File: config.mk
export PLATFORM = sky130hd
export DESIGN_NAME = uart_rx_oversampled_flat
export DESIGN_NICKNAME = d
export VERILOG_FILES = /design/src/rtl/uart_rx_oversampled_if.sv /design/src/rtl/uart_rx_oversampled.sv /design/src/flat_wrapper.sv
export SDC_FILE = /design/constraint.sdc
export NUM_CORES = 1
export LEC_CHECK = 0
export BUFFER_PORTS_ARGS = -buffer_cell sky130_fd_sc_hd__buf_2
export CORE_MARGIN = 2
export CORE_UTILIZATION = 35
export CTS_CLUSTER_DIAMETER = 30
export DETAILED_ROUTE_END_ITERATION = 16
export PLACE_DENSITY = 0.63
export SYNTH_ARGS = -nofsm -noshare
export SYNTH_HDL_FRONTEND = slang
export SYNTH_SLANG_ARGS = --single-unit
File: constraint.sdc
create_clock -name clk -period 1.95 [get_ports clk]
set_input_delay 0.0975 -clock clk [delete_from_list [all_inputs] [get_ports clk]]
set_output_delay 0.0975 -clock clk [all_outputs]
set_load 0.02 [all_outputs]
File: src/rtl/uart_rx_oversampled_if.sv
// Host-side bundle of the oversampled UART receiver: serial input, parity mode
// and the received-byte/status outputs.
interface uart_rx_oversampled_if;
  logic       rx;
  logic [1:0] parity_type;
  logic [7:0] rx_data;
  logic       rx_valid;
  logic       rx_busy;
  logic [2:0] error_flag;

  modport master (
    output rx, parity_type,
    input  rx_data, rx_valid, rx_busy, error_flag
  );

  modport slave (
    input  rx, parity_type,
    output rx_data, rx_valid, rx_busy, error_flag
  );
endinterface

File: src/rtl/uart_rx_oversampled.sv
// 8-bit UART receiver with 16x oversampling, 3-sample majority vote and
// optional odd/even parity check.
//
//   state  | meaning
//   IDLE   | waiting for a falling edge on the synchronized line
//   START  | start bit; majority 1 at the decision point is a false start
//   DATA   | eight data bits, LSB first
//   PARITY | parity bit (only when odd/even parity is latched)
//   STOP   | stop bit; left as soon as the bit is decided
//   DONE   | one cycle: publish byte, flags and rx_valid
//   ABORT  | one cycle: publish false-start flag
module uart_rx_oversampled #(
  parameter int CLOCK_FREQ = 50000000,
  parameter int BAUD_RATE  = 115200,
  parameter int OVERSAMPLE = 16
) (
  input logic                  clk,
  input logic                  rst_n,
  uart_rx_oversampled_if.slave bus
);

  localparam int TICK_DIV = CLOCK_FREQ / (BAUD_RATE * OVERSAMPLE);
  localparam int TW       = $clog2(TICK_DIV);
  localparam logic [TW-1:0] TICK_LAST = TW'(TICK_DIV - 1);

  typedef enum logic [2:0] {
    IDLE, START, DATA, PARITY, STOP, DONE, ABORT
  } state_t;

  state_t        state, nxt;
  logic          sync1, rxs, rxs_d;
  logic [TW-1:0] tdiv;
  logic [3:0]    s;
  logic [3:0]    bit_cnt;
  logic [1:0]    smp;
  logic [7:0]    shreg;
  logic [1:0]    par_lat;
  logic          par_acc;
  logic          stop_bit;
  logic          in_frame;
  logic          tick, decide, bit_end, fall, maj, par_en, par_err;

  assign fall    = rxs_d & ~rxs;
  assign tick    = in_frame && (tdiv == '0);
  assign decide  = tick && (s == 4'd9);
  assign bit_end = tick && (s == 4'd15);
  // the s=9 sample is the live line value, the other two were captured earlier
  assign maj     = (smp[0] & smp[1]) | (smp[0] & rxs) | (smp[1] & rxs);
  assign par_en  = par_lat[0] ^ par_lat[1];
  assign par_err = par_en && (par_acc != par_lat[0]);

  always_ff @(posedge clk) begin
    if (!rst_n) state <= IDLE;
    else        state <= nxt;
  end

  always_comb begin
    nxt = state;
    unique case (state)
      IDLE:    if (fall) nxt = START;
      START: begin
        if (decide && maj)  nxt = ABORT;
        else if (bit_end)   nxt = DATA;
      end
      DATA:    if (bit_end && bit_cnt == 4'd8) nxt = par_en ? PARITY : STOP;
      PARITY:  if (bit_end) nxt = STOP;
      STOP:    if (decide) nxt = DONE;
      DONE:    nxt = IDLE;
      ABORT:   nxt = IDLE;
      default: nxt = IDLE;
    endcase
  end

  always_comb begin
    in_frame    = (state == START) || (state == DATA) ||
                  (state == PARITY) || (state == STOP);
    bus.rx_busy = (state != IDLE);
  end

  always_ff @(posedge clk) begin
    if (!rst_n) begin
      sync1          <= 1'b1;
      rxs            <= 1'b1;
      rxs_d          <= 1'b1;
      tdiv           <= '0;
      s              <= '0;
      bit_cnt        <= '0;
      smp            <= '0;
      shreg          <= '0;
      par_lat        <= '0;
      par_acc        <= 1'b0;
      stop_bit       <= 1'b0;
      bus.rx_data    <= '0;
      bus.rx_valid   <= 1'b0;
      bus.error_flag <= '0;
    end else begin
      sync1 <= bus.rx;
      rxs   <= sync1;
      rxs_d <= rxs;

      // parity mode tracks the input while idle and freezes on the start edge
      if (state == IDLE) begin
        tdiv    <= TICK_LAST;
        s       <= '0;
        bit_cnt <= '0;
        par_acc <= 1'b0;
        par_lat <= bus.parity_type;
      end else begin
        tdiv <= (tdiv == '0) ? TICK_LAST : tdiv - 1'b1;
        if (tick) begin
          s <= s + 1'b1;
          if (s == 4'd7) smp[0] <= rxs;
          if (s == 4'd8) smp[1] <= rxs;
          if (s == 4'd9) begin
            unique case (state)
              DATA: begin
                shreg   <= {maj, shreg[7:1]};
                par_acc <= par_acc ^ maj;
                bit_cnt <= bit_cnt + 1'b1;
              end
              PARITY:  par_acc  <= par_acc ^ maj;
              STOP:    stop_bit <= maj;
              default: ;
            endcase
          end
        end
      end

      bus.rx_valid <= (state == DONE);
      if (state == DONE) begin
        bus.rx_data    <= shreg;
        bus.error_flag <= {1'b0, par_err, ~stop_bit};
      end else if (state == ABORT) begin
        bus.error_flag <= 3'b100;
      end
    end
  end

endmodule

File: src/flat_wrapper.sv
// flat-port wrapper written by rule: the top's interface ports become plain ports
module uart_rx_oversampled_flat 
#(
  parameter int CLOCK_FREQ = 50000000,
  parameter int BAUD_RATE  = 115200,
  parameter int OVERSAMPLE = 16
)
  (clk, rst_n, bus_rx, bus_parity_type, bus_rx_data, bus_rx_valid, bus_rx_busy, bus_error_flag);
  uart_rx_oversampled_if bus_i ();
  input logic clk;
  input logic rst_n;
  input wire logic [$bits(bus_i.rx)-1:0] bus_rx;
  input wire logic [$bits(bus_i.parity_type)-1:0] bus_parity_type;
  output wire logic [$bits(bus_i.rx_data)-1:0] bus_rx_data;
  output wire logic [$bits(bus_i.rx_valid)-1:0] bus_rx_valid;
  output wire logic [$bits(bus_i.rx_busy)-1:0] bus_rx_busy;
  output wire logic [$bits(bus_i.error_flag)-1:0] bus_error_flag;
  assign bus_i.rx = bus_rx;
  assign bus_i.parity_type = bus_parity_type;
  assign bus_rx_data = bus_i.rx_data;
  assign bus_rx_valid = bus_i.rx_valid;
  assign bus_rx_busy = bus_i.rx_busy;
  assign bus_error_flag = bus_i.error_flag;
  uart_rx_oversampled #(.CLOCK_FREQ(CLOCK_FREQ), .BAUD_RATE(BAUD_RATE), .OVERSAMPLE(OVERSAMPLE)) u_core (.clk(clk), .rst_n(rst_n), .bus(bus_i));
endmodule
==> results list <==
* Result of the run: finished, final reports clean
- Leakage power figure: 1.01 nW
* Dpl ws: 205 ps
* Slew at the pin closest to its max-slew limit: 409 ps
- Clock tree synthesis selected as its root buffer the cell sky130_fd_sc_hd__clkbuf_8.
- Number of antenna violations at the first check in global routing: 0
* Number of placed instances with taps included: 317
- Worst R2R Setup Slack: 180 ps
- Number of cell rows: 27
- Clock tree from TritonCTS: yes
* I/O Pins: 18
- Initial standard-cell utilization of the core: 0.365
- Post-route worst setup slack: 180 ps
- Clock sink count: 45
- The floorplan step defined a die boundary enclosing 6400 sq um.
- Count of hold buffers inserted by post-cts repair: 1
- The die is 80.0 um tall.
- Once layout is complete, the utilization of the core stands at 0.423.
- Setup violations remaining at the end of the flow were counted as 0.
* Endpoint type of the worst setup path: flip-flop
* Post-route fraction of the period consumed by the critical path: 0.908
* Distinct cell type count after synthesis: 40
- Yosys warnings: 0
- The number of antenna diodes in the final layout is 0.
* Total power: 2.16 mW
* Max-slew headroom at the worst pin: 0.727
* Worst hold path type: primary input to flip-flop
* Total iterations of the first detailed-routing run: 4
- At the end of routability-driven placement, the weighted congestion stood at 0.795.
- Cell internal power dissipation: 1.52 mW
* Final Hold Violating Endpoints: 0
- The region available for standard cell placement spans 5540 sq um.
- # port buffers: 17
- Maximum clock skew at final layout: 7.81 ps
* Number of inserted filler cells in the final layout: 574
- For this block, the initial DRC count from the detailed router was 57.
- Detailed-route vias per instance: 4.96
- Top achievable clock speed: 565 MHz
- Synthesis-to-finish area growth: 15.9%
- Clock tree buffer depth: 2
- Yosys mapped a number of flops with a built-in enable equal to 0.
* Accumulated negative setup slack: 0 ps
- The worst register-to-register path begins at u_core.tdiv[0]$_SDFF_PP0_.
* Share of the yosys chip area belonging to registers: 0.446
* Switching Share: 0.295
* Fraction of layout cells with a size suffix above 1: 0.165
* Max Transition Viols Final: 0
- Wire length after detailed routing: 3930 um
* Clock period minus final worst setup slack: 1770 ps
- Synthesized netlist net count: 242
- Data arrival, critical path: 2000 ps
* Synth Flop Type: sky130_fd_sc_hd__dfxtp_1
- Depth of the CTS H-tree: 2
* Flip-flop and latch count after synthesis: 45
- For this run, asynchronously set or reset flops after synthesis account for 0.
* Combinational share of power: 0.197
- Summed over all layers, the global routing overflow is 0.
- Buffers inserted during clock tree synthesis total 5.
- The later pin in the worst-skew pair is clocked with a latency of 300 ps.
- The largest single stage delay on the critical path is 330 ps.
- Non-Filler Cell Area, Final: 2340 sq um
- The share of total power dissipated in sequential elements is 0.473.
* Final cell count without fillers: 326
- The net count of the finished layout is 265.
* Mean Syn Cell Area: 8.79 sq um
* Net switching power: 638 uW
* Post-CTS Setup Bufs: 0
- Among all stages on the critical path, the largest delay is contributed by sky130_fd_sc_hd__dfxtp_1.
- In this run the remaining antenna-violating nets after routing total 0.
- Worst hold slack after final layout: 25.2 ps
- Routed wirelength normalized by instance count: 12.0 um
- Critical Path RT: 2180 ps
- Placed instance area: 2220 sq um
* Unrepaired setup endpoints after global routing: false
- Mapped Area: 2020 sq um
* Width of the die: 80.0 um
- DRC Markers: 0
* End of the worst register-to-register path: u_core.state[2]$_SDFFE_PN0P_
- Crit path to: u_core.state[2]$_SDFFE_PN0P_
* Ordered cell list for the critical path: inv_1 -> ha_1 -> nor4b_4 -> and2_4 -> nand3b_4 -> o311ai_4 -> a221oi_2
* Worst setup SP type: flip-flop
* Via total after detailed routing: 1618
- The tool flagged a number of max-cap violations equal to 0.
- Mapped Cells: 230
* Top fanout value on the critical path: 6
* Stages on worst setup path: 7
- Overall track demand over capacity in global routing: 0.140
* Family with the most delay on the worst path: simple AND/OR/NAND/NOR gates
- Vias in the first global route: 1566
- Entering global routing, the biggest net connects 19 pins.
- Number of buffer and inverter instances along the worst setup path: 1
- In this run, post-CTS repair resized a total of 0 instances.
- Clock-pin slew of the registers on the worst-case setup and hold paths: 90 ps
* Crit path launch: u_core.tdiv[0]$_SDFF_PP0_
* Detail Placement HPWL: 2820 um
* Peak VDD IR: 0.000449 V
- Crit path kind: flip-flop to flip-flop
- Clock share of power: 0.330
- The worst register-to-register path has a depth of 7.
* Cell Pwr Density: 922 nW/um^2
- Wire length of the first global-routing pass: 6960 um
==> worst min-delay path by stage <==
stage | startpoint | end | slack (ps) | cells past startpoint
after floorplan | bus_rx | u_core.sync1$_SDFF_PN1_ | 200 | 1
after global placement | bus_rx | u_core.sync1$_SDFF_PN1_ | 290 | 2
after detailed placement | bus_rx | u_core.sync1$_SDFF_PN1_ | 290 | 2
after CTS | bus_parity_type[1] | u_core.par_lat[1]$_SDFFE_PN0P_ | 20 | 3
after global routing | bus_parity_type[0] | u_core.par_lat[0]$_SDFFE_PN0P_ | 40 | 3
final | bus_parity_type[1] | u_core.par_lat[1]$_SDFFE_PN0P_ | 30 | 3
==> Yosys cell counts (2+ instances only) <==
master,instances,area [sq um]
sky130_fd_sc_hd__a22oi_1,2,15.0
sky130_fd_sc_hd__a21oi_1,21,105
sky130_fd_sc_hd__nand4_1,2,12.5
sky130_fd_sc_hd__nand2b_1,3,18.8
sky130_fd_sc_hd__mux2i_1,13,130
sky130_fd_sc_hd__or3_1,2,12.5
sky130_fd_sc_hd__inv_1,11,41.3
sky130_fd_sc_hd__nor2_1,32,120
sky130_fd_sc_hd__nand2_1,26,97.6
sky130_fd_sc_hd__xor2_1,6,52.6
sky130_fd_sc_hd__xnor2_1,3,26.3
sky130_fd_sc_hd__nor3_1,2,10.0
sky130_fd_sc_hd__and3b_1,2,17.5
sky130_fd_sc_hd__dfxtp_1,45,901
sky130_fd_sc_hd__nand3_1,14,70.1
sky130_fd_sc_hd__and3_1,2,12.5
sky130_fd_sc_hd__clkbuf_1,6,22.5
sky130_fd_sc_hd__buf_2,4,20.0
sky130_fd_sc_hd__ha_1,7,87.6
sky130_fd_sc_hd__nand4b_1,2,17.5
sky130_fd_sc_hd__o21ai_0,6,30.0
==> power groups by stage <==
stage	clock network, mW	registers [mW]	logic [mW]
after global placement	0	1.04	0.422
after CTS	0.735	1.02	0.430
after detailed placement	0	1.04	0.425
final	0.712	1.02	0.426
after floorplan	0	1.02	0.333
after global routing	0.761	1.03	0.480
==> placed cells by master (no fill, tap or decap), types with 3 or more instances in the layout <==
cell type and count:
sky130_fd_sc_hd__a21oi_1 21, sky130_fd_sc_hd__xnor2_1 3, sky130_fd_sc_hd__buf_2 17, sky130_fd_sc_hd__ha_1 7, sky130_fd_sc_hd__inv_1 11, sky130_fd_sc_hd__xor2_1 6, sky130_fd_sc_hd__nand2b_1 3, sky130_fd_sc_hd__nand3_1 14
sky130_fd_sc_hd__mux2i_1 13, sky130_fd_sc_hd__nand2_1 26, sky130_fd_sc_hd__nor2_1 32, sky130_fd_sc_hd__buf_4 9, sky130_fd_sc_hd__o21ai_0 6, sky130_fd_sc_hd__dfxtp_1 45, sky130_fd_sc_hd__clkbuf_8 5
==> worst reg2reg max path, delay by kind of cell (launching register included) <==
kind                     cells  cell delay (ps)
AO/OA/AOI/OAI                2              410
adder cells (fa/ha/maj)      1              170
buffers and inverters        1               80
flip-flops                   1              330
AND/OR/NAND/NOR              3              700
==> area by class of cell <==
cell class                 count  area, sq um  area share
sequential                    45          901       0.384
inverter                      11         41.3      0.0176
clock buffer                   5         68.8      0.0294
multi-input combinational    163         1030       0.441
tap                           72         90.1      0.0384
clock inverter                 3         46.3      0.0198
timing repair buffer          27          163      0.0694
==> registers in the layout, summed over array words and instances (netlist names) <==
register	flops
u_core.bit_cnt	4
u_core.rxs	1
u_core.shreg	8
u_core.par_lat	2
u_core.s	4
u_core.stop_bit	1
u_core.par_acc	1
u_core.state	3
u_core.tdiv	5
u_core.bus.rx_data	8
u_core.rxs_d	1
u_core.bus.rx_valid	1
u_core.smp	2
u_core.bus.error_flag	3
u_core.sync1	1
==> per-layer routing <==
metal  global-route usage  up-vias  part of all wire
li1                     -      827                 -
met1                0.186      753              0.49
met5                    0        -                 0
met2                0.210       28              0.45
met3               0.0305       10             0.041
met4               0.0729        0             0.024
==> kinds of logic (layout without fill, tap and decap cells) <==
group                    Yosys count  after routing  share of synthesized area
AND/OR/NAND/NOR                   95             95                      0.237
flip-flops                        45             45                      0.446
AO/OA/AOI/OAI                     37             37                      0.117
buffers and inverters             22             46                     0.0433
multiplexers                      14             14                     0.0699
XOR/XNOR                           9              9                     0.0390
adder cells (fa/ha/maj)            8              8                     0.0483
Note: power is estimated with default switching activity, not from simulation.
